## config.mk

```make
export PLATFORM = sky130hd
export DESIGN_NAME = pipeline_ctrl
export DESIGN_NICKNAME = d
export VERILOG_FILES = /design/src/rtl/pipeline_pkg.sv /design/src/rtl/pipeline_ctrl_sat_counter.sv /design/src/rtl/pipeline_ctrl.sv
export SDC_FILE = /design/constraint.sdc
export NUM_CORES = 1
export LEC_CHECK = 0
export ABC_AREA = 0
export CAP_MARGIN = 20
export CORE_UTILIZATION = 40
export CTS_CLUSTER_SIZE = 10
export DETAILED_ROUTE_END_ITERATION = 8
export PLACE_DENSITY_LB_ADDON = 0.15
export RECOVER_POWER = 100
export SYNTH_ARGS = -nofsm -noshare
export SYNTH_HDL_FRONTEND = slang
export SYNTH_SLANG_ARGS = --single-unit
```

## constraint.sdc

```tcl
create_clock -name clk -period 4.5 [get_ports clk]
set_clock_uncertainty 0.2 [all_clocks]
set_input_delay 0.675 -clock clk [delete_from_list [all_inputs] [get_ports clk]]
set_output_delay 0.675 -clock clk [all_outputs]
set_load 0.05 [all_outputs]
```

## src/rtl/pipeline_pkg.sv

```systemverilog
// Shared pipeline definitions: control FSM states, register-0 constant and
// the register-address width used by the pipeline registers and register file.
package pipeline_pkg;

    localparam int unsigned REG_ADDR_WIDTH = 4;
    localparam int unsigned ZERO_REG       = 0;

    typedef enum logic {
        RUN,
        MEM_WAIT
    } ctrlState_t;

endpackage

```

## src/rtl/pipeline_ctrl_sat_counter.sv

```systemverilog
// Saturating up-counter with synchronous clear; sticks at all-ones.
module sat_counter #(
    parameter int unsigned WIDTH = 32
) (
    input  logic             clk,
    input  logic             reset,
    input  logic             inc,
    output logic [WIDTH-1:0] count
);

    always_ff @(posedge clk) begin
        if (reset) begin
            count <= '0;
        end else if (inc && (count != '1)) begin
            count <= count + WIDTH'(1);
        end
    end

endmodule

```

## src/rtl/pipeline_ctrl.sv

```systemverilog
// Stall/flush control for the PC and the four inter-stage pipeline registers.
// Outputs are a combinational decode of the FSM state and the current hazards.
module pipeline_ctrl
    import pipeline_pkg::*;
#(
    parameter int unsigned REG_ADDR_WIDTH = pipeline_pkg::REG_ADDR_WIDTH,
    parameter int unsigned MEM_LATENCY    = 2,
    parameter int unsigned CNT_WIDTH      = 32
) (
    input  logic                      clk,
    input  logic                      reset,
    input  logic                      exMemMemAccess,
    input  logic                      exMemBranchTaken,
    input  logic                      idExMemRead,
    input  logic [REG_ADDR_WIDTH-1:0] idExDest,
    input  logic [REG_ADDR_WIDTH-1:0] ifIdSrc1,
    input  logic [REG_ADDR_WIDTH-1:0] ifIdSrc2,
    input  logic                      ifIdUse1,
    input  logic                      ifIdUse2,
    output logic                      pcWrEn,
    output logic                      ifIdWrEn,
    output logic                      idExWrEn,
    output logic                      exMemWrEn,
    output logic                      memWbWrEn,
    output logic                      ifIdFlush,
    output logic                      idExFlush,
    output logic                      exMemFlush,
    output logic [CNT_WIDTH-1:0]      stallCount
);

    localparam bit          MEM_EN = (MEM_LATENCY > 0);
    // A zero latency still needs a 1-bit counter to keep the declaration legal.
    localparam int unsigned WAIT_W = MEM_EN ? $clog2(MEM_LATENCY + 1) : 1;
    localparam logic [WAIT_W-1:0] WAIT_LOAD = MEM_EN ? WAIT_W'(MEM_LATENCY - 1) : '0;

    ctrlState_t        state, nextState;
    logic [WAIT_W-1:0] waitCnt, nextWait;
    logic              loadUse;

    assign loadUse = idExMemRead
                  && (idExDest != REG_ADDR_WIDTH'(ZERO_REG))
                  && ((ifIdUse1 && (ifIdSrc1 == idExDest))
                   || (ifIdUse2 && (ifIdSrc2 == idExDest)));

    always_ff @(posedge clk) begin
        if (reset) begin
            state   <= RUN;
            waitCnt <= '0;
        end else begin
            state   <= nextState;
            waitCnt <= nextWait;
        end
    end

    always_comb begin
        nextState  = state;
        nextWait   = waitCnt;
        pcWrEn     = 1'b1;
        ifIdWrEn   = 1'b1;
        idExWrEn   = 1'b1;
        exMemWrEn  = 1'b1;
        memWbWrEn  = 1'b1;
        ifIdFlush  = 1'b0;
        idExFlush  = 1'b0;
        exMemFlush = 1'b0;

        case (state)
            RUN: begin
                if (exMemMemAccess && MEM_EN) begin
                    {pcWrEn, ifIdWrEn, idExWrEn, exMemWrEn, memWbWrEn} = '0;
                    nextState = MEM_WAIT;
                    nextWait  = WAIT_LOAD;
                end else if (exMemBranchTaken) begin
                    {ifIdFlush, idExFlush, exMemFlush} = '1;
                end else if (loadUse) begin
                    pcWrEn    = 1'b0;
                    ifIdWrEn  = 1'b0;
                    idExFlush = 1'b1;
                end
            end
            MEM_WAIT: begin
                // The release cycle returns to RUN without re-examining inputs,
                // so the access still sitting in EX/MEM cannot re-trigger.
                if (waitCnt != '0) begin
                    {pcWrEn, ifIdWrEn, idExWrEn, exMemWrEn, memWbWrEn} = '0;
                    nextWait = waitCnt - WAIT_W'(1);
                end else begin
                    nextState = RUN;
                end
            end
            default: nextState = RUN;
        endcase

        if (reset) begin
            {pcWrEn, ifIdWrEn, idExWrEn, exMemWrEn, memWbWrEn} = '0;
            {ifIdFlush, idExFlush, exMemFlush}                 = '0;
        end
    end

    sat_counter #(
        .WIDTH(CNT_WIDTH)
    ) stallCounter (
        .clk  (clk),
        .reset(reset),
        .inc  (!reset && !pcWrEn),
        .count(stallCount)
    );

endmodule

```

==> reports/qor.txt <==
root buffer cell: clkbuf_8
min Tclk post-route: 4.000 ns
Critical Path RT: 3.62 ns
Synth Area in XOR/XNOR: 3.258%
placed cells: 367
pwr dens: 237.8 nW/µm²
Post-synth top flop: dfxtp_1
Clock Latency Late Sink: 0.29 ns
Synth Register Bits: 35
Initial DRT Pass Iterations: 4
final setup TNS: 0 ns
Buffers on Ports: 58
Post-synth top cells: 35 x dfxtp_1, 23 x a21oi_1, 20 x nor2_1
Die Wd: 75.33 µm
CP Capture Type: output pin
Cell variety after synth: 44
count leader, synth: dfxtp_1
Post-Route WL: 5355 µm
Leak: 1.026 nW
clock-pin slew on the worst setup and hold paths: 0.07 ns
Synth Warn #: 0
Core ar.: 5140 µm²
TritonCTS clock tree: yes
num ports: 59
placed instance area: 2733 µm²
EDFF count, synth: 0
DIE HEIGHT: 75.33 µm
Mapped Avg Cell Area: 8.435 µm²
Setup WS pre-CTS: 0.6213 ns
routability congestion estimate from global placement: 0.7947
cts hold-fix bufs: 0
TritonCTS Buffers: 5
Synth Area in Compound Gates: 15.59%
initial antenna violation count: 0
post-synth top area cell: dfxtp_1
DR iter-0 viols: 84
Max-slew headroom: -29.44%
multiplexer share of the synthesized area: 5.759%
pin count of the biggest net entering global routing: 52
fin nets: 325
status: finished with violations
CTS H-tree depth: 2
worst-margin pin slew: 1.942 ns
total track usage: 19.75%
vias: 2,125
antenna-violating nets left: 0
area of the mapped netlist: 2151 µm²
synthesized instance count: 255
Fmax: 250.0 MHz
main combinational cell family by area after synthesis: simple AND/OR/NAND/NOR gates
Detailed Place HPWL: 3658 µm
vias in the first global route: 1,844
cell area after layout: 2796 µm²
post-route insts no fill: 375
clk sinks: 35
startpoint types: primary input
grt ovf: 0
number of inserted diodes: 0
area grow syn2layout: 30.02%
Arr. time, crit path: 3.13 ns
failing checks: capacitance limit, slew limit
CP Max Fanout: 3
Synth Area in Adders: 1.163%
Synth area leaders: dfxtp_1 33%, o31ai_1 5.6%, or4_1 5.6%
sequential-to-total area share from yosys stat: 32.58%
post-CTS setup buffers: 0
final setup violation count: 0
Starting Density: 41.85%
Via density: 5.667
final setup margin: 0.4999 ns
MaxCap Viol Count: 1
wire per inst: 14.28 µm
post-synth top area share: 32.58%
CP Class: in -> out
PostCTS Resize Cnt: 0
CTS max path bufs: 2
Tcrit/Tclk final: 88.89%
drt drc: 0
unrepaired setup endpoints after global routing: no
Worst VDD drop: 151.6 µV
Synth Area in Simple Gates: 36.24%
Cell Rows: 26
die area: 5675 µm²
ys async rst share: 0%
hold violation count in the final report: 0
syn nets: 276
layout cells sized above 1: 8.852%
first-pass GRT wire length: 8638 µm
worst min path class: reg -> reg
max-slew violation count: 46
## critical path, cell delays in order
cell and delay, ns:
dlygate4sd3_1 0.61, o41a_1 0.21, nand3_1 0.11, nor4_2 0.35, nor3_1 0.08, nor4_1 0.17, dlygate4sd3_1 0.90
## registers in the layout (all words and copies together) (netlist names)
name	count
state	1
waitCnt	2
stallCounter.count	32
## where the power goes
part           internal (W)  leakage, nW  total [W]  switching [W]
Sequential         0.000314        0.283   0.000320     0.00000571
Clock              0.000109       0.0422   0.000222       0.000113
Combinational     0.0000402        0.701   0.000123      0.0000828
Total              0.000463         1.03   0.000665       0.000202
## per-layer routing
layer  wire length, µm  vias up  global-route usage (%)
met3               243        2                   4.894
met2              2506       46                   31.45
met1              2577     1012                   26.76
met5                 0        -                       0
li1                  -     1065                       -
met4                27        0                   5.350
## logic make-up after synthesis
kind of cell / count (synthesis)
simple gates: 126
xor+xnor: 8
mux: 11
compound gates: 51
flops: 35
fa+ha+maj: 2
buf+inv: 22
## metrics by stage
step / total power [W] / hold WS (ns) / util (%)
6_report: 0.0006649 / 0.2851 / 54.41
5_1_grt: 0.0006971 / 0.2972 / 54.41
4_1_cts: 0.0006768 / 0.2845 / 54.75
3_5_place_dp: 0.0004548 / 0.2746 / 53.16
3_3_place_gp: 0.0004533 / 0.2652 / 53.16
2_1_floorplan: 0.0004168 / 0.2475 / -
## cell type report
class	count	area (µm²)
multi-input combinational	198	1340
tap	70	87.58
inverter	3	11.26
clock inverter	1	5.005
sequential	35	700.7
timing repair buffer	61	575.6
clock buffer	7	76.32
fill	514	2344
## layout by cell type, fill, tap and decap left out, drive strengths merged
cell,count
nand2,12
and2,3
nor2b,11
nand2b,1
mux2,11
ha,2
a311oi,1
o31ai,16
nand4,10
xor2,6
clkinv,1
buf,2
nor3,4
nor3b,3
clkdlybuf4s50,15
dfxtp,35
o21ai,7
a2111oi,1
dlygate4sd3,39
xnor2,2
o41a,1
nor4b,1
or3b,1
or3,6
nor2,20
and4,6
a21oi,24
a211o,1
or4,16
and3,6
nand3,14
clkbuf,12
inv,3
nand4b,1
nand3b,1
nor4,10
## path summary, 6_finish.rpt
check | startpoint | to | slack [ns] | cells after the start
max | idExDest[0] | idExFlush | 0.50 | 7
min | waitCnt[1]$_SDFFE_PP0P_ | waitCnt[1]$_SDFFE_PP0P_ | 0.29 | 2
max reg2reg | waitCnt[0]$_SDFFE_PP0P_ | stallCounter.count[29]$_SDFFE_PP0P_ | 1.69 | 8
min reg2reg | waitCnt[1]$_SDFFE_PP0P_ | waitCnt[1]$_SDFFE_PP0P_ | 0.29 | 2
Note: power is estimated with default switching activity, not from simulation.
